File: src/rtl/dem_7seg_driver.sv
// dem_7seg_driver: binary countdown to two BCD digits (sequential double-dabble),
// driving a 2-digit multiplexed common-anode 7-segment display with tens blanking.
// Ports: clk, rst (async, active-low), dem[6:0] countdown, en display enable,
//        seg[6:0] {g..a} active-low, an[1:0] anodes active-low (an[0]=ones), busy.
module dem_7seg_driver #(
   parameter int SCAN_DIV = 50000
) (
   input  logic       clk,
   input  logic       rst,
   input  logic [6:0] dem,
   input  logic       en,
   output logic [6:0] seg,
   output logic [1:0] an,
   output logic       busy
);

   localparam int PW = $clog2(SCAN_DIV);

   typedef enum logic [1:0] {IDLE, SHIFT, DONE} state_t;

   state_t        state;
   state_t        state_nxt;
   logic [6:0]    cap;
   logic [14:0]   sh;
   logic [14:0]   sh_adj;
   logic [2:0]    it;
   logic [3:0]    tens;
   logic [3:0]    ones;
   logic [PW-1:0] pre;
   logic          sel;
   logic [6:0]    dem_sat;
   logic [6:0]    seg_nxt;
   logic [1:0]    an_nxt;
   logic          busy_nxt;

   function automatic logic [6:0] enc(input logic [3:0] d);
      logic [6:0] s;
      s = 7'b1111111;
      case (d)
         4'd0: s = 7'b1000000;
         4'd1: s = 7'b1111001;
         4'd2: s = 7'b0100100;
         4'd3: s = 7'b0110000;
         4'd4: s = 7'b0011001;
         4'd5: s = 7'b0010010;
         4'd6: s = 7'b0000010;
         4'd7: s = 7'b1111000;
         4'd8: s = 7'b0000000;
         4'd9: s = 7'b0010000;
         default: s = 7'b1111111;
      endcase
      return s;
   endfunction

   assign dem_sat = (dem > 7'd99) ? 7'd99 : dem;

   // add-3 correction on each BCD nibble before the shift
   always_comb begin
      sh_adj = sh;
      if (sh[14:11] >= 4'd5) sh_adj[14:11] = sh[14:11] + 4'd3;
      if (sh[10:7] >= 4'd5)  sh_adj[10:7]  = sh[10:7] + 4'd3;
   end

   always_ff @(posedge clk or negedge rst) begin
      if (!rst) state <= IDLE;
      else      state <= state_nxt;
   end

   always_comb begin
      state_nxt = state;
      unique case (state)
         IDLE:    if (dem != cap) state_nxt = SHIFT;
         SHIFT:   if (it == 3'd6) state_nxt = DONE;
         DONE:    state_nxt = IDLE;
         default: state_nxt = IDLE;
      endcase
   end

   always_comb begin
      busy_nxt = (state_nxt != IDLE);
      an_nxt   = 2'b11;
      seg_nxt  = 7'b1111111;
      if (en) begin
         if (!sel) begin
            an_nxt  = 2'b10;
            seg_nxt = enc(ones);
         end else begin
            an_nxt  = 2'b01;
            seg_nxt = (tens == 4'd0) ? 7'b1111111 : enc(tens);
         end
      end
   end

   // cap keeps raw dem so any change re-triggers, even above 99
   always_ff @(posedge clk or negedge rst) begin
      if (!rst) begin
         cap  <= '0;
         sh   <= '0;
         it   <= '0;
         tens <= '0;
         ones <= '0;
      end else begin
         unique case (state)
            IDLE: begin
               if (dem != cap) begin
                  cap <= dem;
                  sh  <= {8'd0, dem_sat};
                  it  <= '0;
               end
            end
            SHIFT: begin
               sh <= {sh_adj[13:0], 1'b0};
               it <= it + 3'd1;
            end
            DONE: begin
               tens <= sh[14:11];
               ones <= sh[10:7];
            end
            default: ;
         endcase
      end
   end

   always_ff @(posedge clk or negedge rst) begin
      if (!rst) begin
         pre <= '0;
         sel <= 1'b0;
      end else if (pre == PW'(SCAN_DIV - 1)) begin
         pre <= '0;
         sel <= ~sel;
      end else begin
         pre <= pre + 1'b1;
      end
   end

   always_ff @(posedge clk or negedge rst) begin
      if (!rst) begin
         seg  <= 7'b1111111;
         an   <= 2'b11;
         busy <= 1'b0;
      end else begin
         seg  <= seg_nxt;
         an   <= an_nxt;
         busy <= busy_nxt;
      end
   end

endmodule

File: config.mk
export PLATFORM = sky130hd
export DESIGN_NAME = dem_7seg_driver
export DESIGN_NICKNAME = d
export VERILOG_FILES = /design/src/rtl/dem_7seg_driver.sv
export SDC_FILE = /design/constraint.sdc
export NUM_CORES = 1
export LEC_CHECK = 0
export BUFFER_PORTS_ARGS = -buffer_cell sky130_fd_sc_hd__buf_2
export CORE_UTILIZATION = 60
export CTS_CLUSTER_SIZE = 8
export DETAILED_ROUTE_END_ITERATION = 6
export GPL_TIMING_DRIVEN = 0
export MAX_ROUTING_LAYER = met4
export PLACE_DENSITY = 0.87
export SLEW_MARGIN = 40
export SYNTH_ARGS = -nofsm -noshare
export SYNTH_HDL_FRONTEND = slang
export SYNTH_SLANG_ARGS = --single-unit
File: constraint.sdc
create_clock -name clk -period 5.5 [get_ports clk]
set_clock_uncertainty 0.2 [all_clocks]
set_input_delay 0.55 -clock clk [delete_from_list [all_inputs] [get_ports clk]]
set_output_delay 0.55 -clock clk [all_outputs]
set_load 0.01 [all_outputs]
# --- After elaboration in Yosys (flattened, before gate mapping) ---
# Memory sizes are Yosys's and may differ from the RTL's.
# Cells that the tools add are included.
word_totals:
  mem_count: 2
  wordCells: 49
  register_bits: 62
  rom_bits: 224
op_classes:
  add_sub_neg: 4
  n_mux: 16
  reduce_logical: 6
  order_cmp: 3
  bitwise: 1
  n_eq_ne: 6
mem_list:
  columns: ["memory", "words", "width", "read_ports", "rd_ports_with_merged_regs", "write_ports", "line", "text"]
  rows:
  - ["(no name shown)", 16, 7, 1, 0, 0, "39", "case (d)"]
  - ["(no name shown)", 16, 7, 1, 0, 0, "39", null]
op_table:
  columns: ["op", "count"]
  rows:
  - ["15-bit case mux with 2 select lines", 1]
  - ["7-bit 2-to-1 mux", 4]
  - ["16-bit by 1-bit adder with 16-bit output (second input constant)", 1]
  - ["16-bit == test (second input constant)", 1]
  - ["16-bit 2-to-1 mux", 1]
  - ["15-bit 2-to-1 mux", 1]
  - ["4-bit by 3-bit >= comparator with 1-bit output (second input constant)", 2]
  - ["2-bit 2-to-1 mux", 4]
  - ["7-bit > comparator (second input constant)", 1]
  - ["7-bit inequality test", 1]
  - ["3-bit 2-to-1 mux", 2]
  - ["3-bit case mux with 2 select lines", 1]
  - ["4-bit by 2-bit adder with 4-bit output (second input constant)", 1]
  - ["4-bit zero test", 1]
  - ["4-bit 2-to-1 mux", 1]
  - ["2-bit case mux with 2 select lines", 1]
  - ["2-bit AND reduction", 2]
  - ["2-bit nonzero test", 2]
  - ["3-bit by 1-bit adder with 3-bit output (second input constant)", 1]
  - ["3-bit by 2-bit adder with 3-bit output (second input constant)", 1]
  - ["3-bit == test (second input constant)", 1]
  - ["2-bit by 1-bit == test with 1-bit output (second input constant)", 1]
  - ["2-bit == test (second input constant)", 1]
  - ["2-bit zero test", 1]
  - ["2 further kinds", 2]

# --- Logic depth before layout (Yosys ltp) ---
# Gate-level depths: netlist of the first run.
logic_depth:
  word_depth: 4
  ltp_mapped: 6

# --- Worst setup path after synthesis of the first run ---
# OpenSTA, ideal clock, no wires.
synth_path:
  path_kind: "in2reg"
  startpoint: "input port dem[4]"
  endpoint: "register cap[2]"
  stages: 5
  setup_slack_ns: 3.450
  arrival_ns: 1.725
  required_ns: 5.175
  n_path_buf: 1
  cell_sequence: "xnor2_1 nand4_1 o21ai_1 buf_2 mux2_2"
synth_between:
  elab_chain_len: 2
synth_lines:
  columns: ["item", "line", "text"]
  rows:
  - ["start, declared", "10", "input logic [6:0] dem,"]
  - ["7-bit inequality test", "105", "if (dem != cap) begin"]
  - ["2-bit AND reduction (no line)", null, null]
  - ["end signal, assigned", "106", "cap <= dem;"]
  - ["end, declared", "23", "logic [6:0] cap;"]
# Every way passes these cells.
# A chain may end at the register's enable or synchronous reset.

# --- Worst setup path after layout of the first run ---
layout_path:
  startpoint: "register pre[5]"
  endpoint: "register pre[9]"
layout_between:
  elab_chain_len: 2
layout_lines:
  columns: ["item", "line", "text"]
  rows:
  - ["start, declared", "29", "logic [PW-1:0] pre;"]
  - ["start signal, assigned", "132", "pre <= pre + 1'b1;"]
  - ["16-bit by 1-bit adder with 16-bit output or 16-bit == test (tied branches)", "132, 128", null]
  - ["16-bit 2-to-1 mux (*)", "128", "end else if (pre == PW'(SCAN_DIV - 1)) begin"]
# Mark *: on every way between the ends. The rest lies on a longest branch, timed or not.

==> results of run 1 <==
==> worst reg2reg max path: stages (launching register included) <==
cell and delay, ps:
dfrtp_1 410, or4b_4 560, nor4_4 530, o21ai_1 150, a21o_1 190
==> layout by cell type (no fill, tap or decap), types with 3 or more instances in the layout <==
cell type / n
a21oi_1: 10
and2_1: 4
and4_1: 3
buf_2: 19
clkbuf_1: 10
clkbuf_8: 11
dfrtp_1: 53
dfstp_2: 9
ha_1: 17
inv_1: 23
mux2_2: 10
mux2i_1: 6
nand2_1: 29
nand2b_1: 6
nand3_1: 4
nand4_1: 6
nor2_1: 17
nor2b_1: 4
nor3_1: 4
nor3b_1: 3
o211ai_1: 4
o21ai_0: 12
o221ai_1: 3
o22a_1: 3
o22ai_1: 6
xnor2_1: 18
xor2_1: 6
==> logic make-up (layout without fill, tap and decap cells) <==
kind of cell / count (synthesis) / after routing
fa+ha+maj: 17 / 17
mux: 16 / 16
simple gates: 91 / 91
compound gates: 57 / 57
buf+inv: 32 / 67
xor+xnor: 24 / 24
flops: 62 / 62
==> report_power, final <==
part	internal (mW)	total, mW	switching, mW	leakage, nW
Sequential	0.618	0.717	0.0991	0.756
Clock	0.233	0.399	0.165	0.0996
Combinational	0.316	0.688	0.372	0.734
Total	1.17	1.80	0.636	1.59
==> flip-flops by register name (all words and copies together), names as in the netlist <==
register,flops
cap,7
busy,1
seg,7
it,3
sel,1
sh,15
ones,4
pre,16
an,2
tens,4
state,2
==> per-layer routing <==
layer	global-route usage, %	up-vias	share of wire (%)
li1	-	1110	-
met1	27.23	1081	44
met2	37.94	40	49
met3	6.233	16	3.6
met4	11.32	0	2.8
met5	-	-	0
==> worst paths after layout <==
kind | to | slack (ps) | cells after the start
max | pre[9] | 3360 | 4
min | sh[14] | -20 | 1
max reg2reg | pre[9] | 3360 | 4
min reg2reg | pre[0] | 280 | 1
max in group asynchronous | ones[1] | 4750 | 1
min in group clk | an[1] | 200 | 2
==> metrics by stage <==
step                setup slack, ps  util [%]  total power [mW]  hold slack [ps]
detailed placement             3076     65.80             1.411            277.1
finish                         3355     69.85             1.804           -16.81
CTS                            3342     69.77             1.815            107.0
global placement               3132     65.75             1.370            237.4
floorplan                      3450         -             1.238            54.41
global route                   3238     69.85             1.947            20.01
==> cell type report <==
class / instances / share of cell area, %
clock buffer: 13 / 4.483
inverter: 23 / 2.436
sequential: 62 / 44.09
tap: 70 / 2.471
buffer: 9 / 0.9884
multi-input combinational: 205 / 41.48
timing repair buffer: 19 / 2.859
clock inverter: 3 / 1.200
==> impl_metrics.json, run 1 <==
{
  "postCtsHoldBufs": 0,
  "clk_latency_ps": 340,
  "rsz0062_at_grt": "no",
  "synthMuxAreaShare_pct": 5.474,
  "synth_nets": 326,
  "max_stage_delay_ps": 560,
  "clk_pin_slew_ps": 70,
  "numPlacedInstances": 388,
  "cts_tree": "yes",
  "drv_slew": 0,
  "register_area_mm2": 0.001563,
  "yosysSeqAreaShare_pct": 49.54,
  "worst-path-buf-inv": 0,
  "timing.slew.headroom_pct": 60.41,
  "yosysMostFrequentCell": "dfrtp_1",
  "cap_violations": 0,
  "drtIter0Drc": 132,
  "violations": "hold timing",
  "synth_xor_area_share_pct": 6.664,
  "final-instance-count-excl-fill": 404,
  "cts_setup_buffers": 0,
  "cpMaxStageDelayCell": "or4b_4",
  "fillers": 383,
  "ios": 20,
  "synth_enable_flop_cells": 0,
  "cp-end-kind": "flip-flop",
  "outcome": "finished, violations left",
  "io_buffers": 19,
  "final_nets": 356,
  "first_pass_iters": 4,
  "area_growth_pct": 12.38,
  "grt_max_degree": 63,
  "viasPerCell": 5.562,
  "whs_ps": -16.81,
  "hold_viol": 53,
  "synth_top_area_cell": "dfrtp_1",
  "grt_pass1_vias": 2207,
  "reg2reg_from": "pre[5]",
  "finalSetupViolCount": 0,
  "synth_area_mm2": 0.003154,
  "crit_chain": "or4b_4 > nor4_4 > o21ai_1 > a21o_1",
  "fin_crit_ps": 2145,
  "synthFlopType": "dfrtp_1",
  "synth_adder_area_share_pct": 6.743,
  "critPathKind": "flip-flop to flip-flop",
  "hpwl_um": 3908,
  "cts_made_buffers": 9,
  "gp_congestion": 0.8345,
  "die_w_um": 74.51,
  "worst_slew_pin_slew_ps": 589.4,
  "cp_max_fo": 10,
  "ir_drop_mv": 0.2576,
  "num_rows": 26,
  "ys_warn_count": 0,
  "synth_compound_area_share_pct": 12.18,
  "required_ps": 5530,
  "leakagePower_nw": 1.589,
  "initial_core_util_pct": 62.15,
  "ys_ff_latch": 62,
  "synthTopCellsByArea": "dfrtp_1, dfstp_2, ha_1, xnor2_1, mux2_2",
  "async_flop_share_pct": 100.0,
  "core_mm2": 0.005075,
  "grt.overflow.total": 0,
  "cts.path.max_buffers": 2,
  "avgSynthCellArea_um2": 10.55,
  "fin_area_mm2": 0.003545,
  "routedWlPerCell_um": 13.62,
  "synth_top_area_share_pct": 42.05,
  "antenna_found_initial": 0,
  "ant_nets": 0,
  "drive_above_1_share_pct": 17.66,
  "hp-class": "input port to asynchronous set/reset pin",
  "grt_pass1_wl_um": 9473,
  "powerDensity_mw_per_mm2": 508.9,
  "htreeDepth": 3,
  "cts_root_buffer": "clkbuf_8",
  "fmax_mhz": 466.2,
  "dieArea_mm2": 0.005551,
  "die_h_um": 74.51,
  "grtUsageTotal_pct": 23.53,
  "drc": 0,
  "num_vias": 2247,
  "startpoint": "pre[5]",
  "fin_crit_sh_pct": 39.00,
  "cts-resized-gates": 0,
  "synth-simple-area-share_pct": 15.55,
  "synth_cell_types": 48,
  "synth_top_family_by_area": "simple AND/OR/NAND/NOR gates",
  "clock_sinks": 62,
  "fin_setup_tns_ps": 0,
  "diodes": 0,
  "critPathTopFamily": "simple AND/OR/NAND/NOR gates",
  "wl_um": 5501,
  "synth_common_cells": "dfrtp_1, nand2_1, inv_1",
  "place_area_mm2": 0.003339,
  "crit_arrival_ps": 2180,
  "synthCells": 299,
  "multiInputGateArea_mm2": 0.001470,
  "crit_path_start_kind": "flip-flop"
}
Power figures use the tool's default switching activity.
==> run 2: changes to the inputs <==
ABC_AREA = 1   (was default)
clock period = 2.16 ns   (was 5.5 ns; I/O delays follow)
==> run 2 against run 1 <==
  * Sequential share of layout area decreased by 3.4 points
  * Sequential power increased by 150%
  * The flow now finishes without violations
  * Global-route usage increased by 2.2 points
  * Synthesized cell count increased by 39%
  * Utilization increased by 3.6 points
  * Register-to-register slack got worse by 3000 ps
  * Critical endpoint is now pre[10]
  * First-iteration DRC count increased by 3.8%
==> impl_metrics.json, run 2 <==
{
  "ant_nets": 0,
  "cts_root_buffer": "clkbuf_8",
  "final_nets": 483,
  "outcome": "finished, final reports clean",
  "num_rows": 26,
  "synth_enable_flop_cells": 0,
  "die_h_um": 76.63,
  "fmax_mhz": 566.6,
  "grt_pass1_wl_um": 11370,
  "synthTopCellsByArea": "dfrtp_1, nand2_1, dfstp_2, ha_1, inv_1",
  "ir_drop_mv": 0.7481,
  "ios": 20,
  "yosysMostFrequentCell": "nand2_1",
  "synthCells": 417,
  "drtIter0Drc": 137,
  "fin_setup_tns_ps": 0,
  "synth_nets": 444,
  "timing.slew.headroom_pct": 63.72,
  "use_met1_pct": 27.69,
  "routedWlPerCell_um": 11.97,
  "reg.largest.list": "pre (16), sh (15)",
  "antenna_found_initial": 0,
  "wl_um": 6358,
  "clk_pin_slew_ps": 60,
  "met3_usage_pct": 8.503,
  "clk_latency_ps": 340,
  "final_common_cell": "nand2_1",
  "viasPerCell": 5.132,
  "clock_sinks": 62,
  "diodes": 0,
  "synth_area_mm2": 0.003342,
  "area_growth_pct": 15.05,
  "synth_cell_types": 34,
  "synth_common_cells": "nand2_1, dfrtp_1, inv_1",
  "crit_path_start_kind": "flip-flop",
  "synthFlopType": "dfrtp_1",
  "core_mm2": 0.005238,
  "initial_core_util_pct": 63.81,
  "htreeDepth": 3,
  "grt_max_degree": 63,
  "largest_reg_flops": 16,
  "required_ps": 2190,
  "cts.path.max_buffers": 2,
  "leakagePower_nw": 1.994,
  "worst_slew_pin_slew_ps": 544.2,
  "hp-class": "input port to asynchronous set/reset pin",
  "cp-end-kind": "flip-flop",
  "async_flop_share_pct": 100.0,
  "yosysSeqAreaShare_pct": 46.76,
  "crit_arrival_ps": 1790,
  "drc": 0,
  "drive_above_1_share_pct": 14.53,
  "gp_congestion": 0.8400,
  "dieArea_mm2": 0.005872,
  "first_pass_iters": 5,
  "grtUsageTotal_pct": 25.77,
  "grt.overflow.total": 0,
  "cts_made_buffers": 9,
  "fin_crit_sh_pct": 81.71,
  "met2_usage_pct": 44.50,
  "powerDensity_mw_per_mm2": 1202,
  "io_buffers": 19,
  "crit_chain": "ha_1 > nand2_1 > nor2_1 > nand3_1 > nor2_1 > inv_1 > o21ai_0 > inv_1",
  "hold_viol": 0,
  "num_vias": 2725,
  "drv_slew": 0,
  "reg2reg_from": "pre[0]",
  "avgSynthCellArea_um2": 8.014,
  "fin_crit_ps": 1765,
  "top_register": "pre",
  "synth_top_area_cell": "dfrtp_1",
  "finalSetupViolCount": 0,
  "synth_top_area_share_pct": 39.69,
  "cap_violations": 0,
  "cpMaxStageDelayCell": "dfrtp_1",
  "grt_pass1_vias": 2675,
  "ys_ff_latch": 62,
  "die_w_um": 76.63,
  "hpwl_um": 4341,
  "busiest_layer": "met2",
  "cts_tree": "yes",
  "rsz0062_at_grt": "no",
  "cts_setup_buffers": 0,
  "critPathKind": "flip-flop to flip-flop",
  "ys_warn_count": 0,
  "final_cell_mix": "nand2_1, dfrtp_1, inv_1, nand3_1, nor2_1",
  "startpoint": "pre[0]",
  "max_stage_delay_ps": 380,
  "cp_max_fo": 3,
  "whs_ps": 214.9
}
==> run 2: layout make-up <==
| cell class | instances | area, um2 |
|---|---|---|
| inverter | 60 | 225.2 |
| tap | 70 | 87.58 |
| timing repair buffer | 28 | 191.4 |
| clock buffer | 12 | 155.1 |
| sequential | 62 | 1563 |
| fill | 375 | 1393 |
| buffer | 11 | 91.34 |
| multi-input combinational | 284 | 1463 |
| clock inverter | 4 | 68.82 |
==> run 2: kinds of logic (layout without fill, tap and decap cells) <==
| logic type | after synthesis | in the layout | share of synthesized area (%) |
|---|---|---|---|
| flip-flops | 62 | 62 | 46.76 |
| AO/OA/AOI/OAI | 60 | 60 | 9.734 |
| adder cells (fa/ha/maj) | 17 | 17 | 6.365 |
| AND/OR/NAND/NOR | 197 | 197 | 25.05 |
| buffers and inverters | 71 | 115 | 9.472 |
| XOR/XNOR | 10 | 10 | 2.621 |
==> run 2: layer usage <==
metal	vias to the layer above	part of all wire [%]
li1	1395	-
met1	1271	45
met2	51	50
met3	8	3.6
met4	0	1.2
met5	-	0
==> run 2: what timing repair did <==
action,4_1_cts,5_1_grt
hold buffers,9,0
resized for setup,0,0
endpoints found under the hold margin,63,0
==> run 2: final timing paths <==
kind	depth (start not counted)	slack [ps]	to
setup / recovery	8	400	pre[10]
max in group asynchronous	2	1160	ones[1]
setup reg to reg	8	400	pre[10]
hold reg to reg	1	280	pre[0]
hold / removal	2	210	pre[2]
min in group clk	1	280	pre[0]
==> run 2: critical path, delay by kind of cell, from the launching register on <==
family	cells	cell delay, ps
AO/OA/AOI/OAI	1	150
adder cells (fa/ha/maj)	1	210
buffers and inverters	2	130
flip-flops	1	380
AND/OR/NAND/NOR	4	580
==> run 2: power by group <==
part | total [mW] | internal, mW | switching [mW]
clock | 1.14 | 0.707 | 0.430
combinational | 1.71 | 0.685 | 1.03
sequential | 1.77 | 1.53 | 0.239
==> run 2: stage by stage <==
step	setup slack (ps)	instances	utilization (%)	total power, mW	cell area (um2)
global route	190.6	531	73.41	5.008	3845
global placement	511.4	506	67.30	3.396	3525
finish	395.0	531	73.41	4.620	3845
CTS	382.3	531	73.34	4.648	3841
detailed placement	433.4	506	67.34	3.480	3527
floorplan	670.2	417	-	3.050	3342
==> run 3: changes to the inputs <==
CORE_UTILIZATION = 55   (was 60)
PLACE_DENSITY = 0.84   (was 0.87)
clock period = 1.5 ns   (was 2.16 ns; I/O delays follow)
==> run 3 against run 2 <==
  * Global-route usage increased by 0.31 points
  * Largest power group is now combinational logic
  * The flow now finishes with violations (setup timing)
  * Count of clock-buffer cells in the layout shrank 2
  * Fmax rose by 11%
  * Critical endpoint is now sh[8]
==> impl_metrics.json, run 3 (synthesis results as in run 2) <==
{
  "p_total_mw": 7.152,
  "num_vias": 2982,
  "final_nets": 507,
  "drc": 0,
  "diodes": 0,
  "cts.path.max_buffers": 2,
  "grt_pass1_wl_um": 12300,
  "hold_depth": 5,
  "drtIter0Drc": 192,
  "first_pass_iters": 5,
  "wl_um": 7775,
  "ios": 20,
  "grt.overflow.total": 0,
  "clock_sinks": 62,
  "hp-class": "input port to flip-flop",
  "antenna_found_initial": 0,
  "viasPerCell": 5.325,
  "num_rows": 28,
  "place_area_mm2": 0.003533,
  "drive_above_1_share_pct": 27.01,
  "core_mm2": 0.005886,
  "ir_drop_mv": 1.222,
  "fin_crit_sh_pct": 105.8,
  "violations": "setup timing",
  "finalSetupViolCount": 26,
  "hold_start": "dem[5]",
  "hold_viol": 0,
  "drv_slew": 0,
  "htreeDepth": 3,
  "crit_arrival_ps": 1680,
  "grtUsageTotal_pct": 26.08,
  "hpwl_um": 4515,
  "largest_reg_flops": 16,
  "leakagePower_nw": 2.124,
  "timing.slew.headroom_pct": 63.36,
  "fin_area_mm2": 0.004205,
  "clk_pin_slew_ps": 70,
  "grt_pass1_vias": 2892,
  "outcome": "finished, violations left",
  "fin_crit_ps": 1588,
  "grt_max_degree": 63,
  "cp-end-kind": "flip-flop",
  "die_h_um": 79.95,
  "routedWlPerCell_um": 13.88,
  "min_to": "sh[5]",
  "top_register": "pre",
  "timing.rr.end": "sh[8]",
  "setup_ws_ps": -87.62,
  "io_buffers": 19,
  "reg2reg_from": "sh[7]",
  "r2r_slack_ps": -90,
  "powerDensity_mw_per_mm2": 1701,
  "fmax_mhz": 629.9,
  "die_w_um": 79.95,
  "clk_latency_ps": 350,
  "dieArea_mm2": 0.006392,
  "final_common_cell": "nand2_1",
  "cts_made_buffers": 9,
  "reg.largest.list": "pre (16), sh (15)",
  "worst_slew_pin_slew_ps": 549.6,
  "gp_congestion": 0.8463,
  "required_ps": 1590,
  "critPathKind": "flip-flop to flip-flop",
  "crit_path_start_kind": "flip-flop",
  "cts_tree": "yes",
  "final_cell_mix": "nand2_1, dfrtp_1, inv_1, nand3_1, nor2_1",
  "ant_nets": 0,
  "initial_core_util_pct": 56.78,
  "area_growth_pct": 25.83,
  "cp_max_fo": 5,
  "rsz0062_at_grt": "yes",
  "reg2regPathDepth": 6,
  "cap_violations": 0,
  "cts_root_buffer": "clkbuf_8"
}
==> run 3: cell types whose count changed in the layout (fill, tap and decap cells not counted), sizes merged <==
cell,change
buf,+22
bufinv,-1
clkbuf,-3
clkinv,+1
clkinvlp,+2
dlygate4sd3,+3
==> run 3: per-layer routing <==
layer	vias up	wire length, um	track usage, %
met1	1412	3260	28.92
li1	1447	-	-
met2	103	3946	43.59
met5	-	0	-
met3	20	360	6.400
met4	0	207	13.39
==> run 3: worst max-delay path, cell delays in order (launching register included) <==
cell     delay [ps]
dfrtp_1         410
ha_1            210
a21oi_1         230
nand2_2         130
a21oi_1         150
o21ai_0         120
nand2_1          80
==> run 3: what timing repair did <==
item                                   CTS  global route
setup buffers                           14             7
hold buffers                            12             0
setup endpoints to repair               44            50
endpoints found under the hold margin   68             0
pin swaps                               10            13
gates cloned                             1             0
gates resized for setup                 26            37
==> run 3: layout make-up <==
| cell class | instances | area, um2 |
|---|---|---|
| Buffer | 10 | 111.4 |
| Clock buffer | 10 | 137.6 |
| Clock inverter | 6 | 61.31 |
| Fill cell | 429 | 1680 |
| Inverter | 60 | 234.0 |
| Multi-Input combinational cell | 284 | 1618 |
| Sequential cell | 62 | 1565 |
| Tap cell | 75 | 93.84 |
| Timing Repair Buffer | 53 | 384.1 |
==> run 3: how the worst max path moves through the flow <==
stage | depth (start not counted) | endpoint | from | slack, ps
3_5_place_dp | 8 | pre[10] | pre[0] | -210
3_3_place_gp | 8 | pre[10] | pre[0] | -150
5_1_grt | 7 | sh[8] | sh[8] | -150
2_1_floorplan | 8 | pre[12] | pre[0] | 10
6_report | 6 | sh[8] | sh[7] | -90
4_1_cts | 9 | pre[15] | pre[0] | -50
==> run 3: report_power, final <==
| part | total [mW] | switching (mW) | internal, mW |
|---|---|---|---|
| Clock | 1.50 | 0.697 | 0.806 |
| Sequential | 2.58 | 0.376 | 2.21 |
| Combinational | 3.07 | 1.77 | 1.30 |
==> run 3: stage by stage <==
step | worst slack [ps] | hold WS [ps] | TNS, ps | instances | utilization [%]
after floorplan | 10.16 | -345.6 | 0 | 417 | -
after global placement | -149.9 | 134.9 | -4690 | 511 | 59.99
after detailed placement | -210.1 | 76.51 | -2139 | 511 | 60.03
after CTS | -53.08 | 4.416 | -476.9 | 554 | 68.60
after global routing | -149.5 | 59.20 | -4880 | 560 | 71.45
final | -87.62 | 27.10 | -786.5 | 560 | 71.45
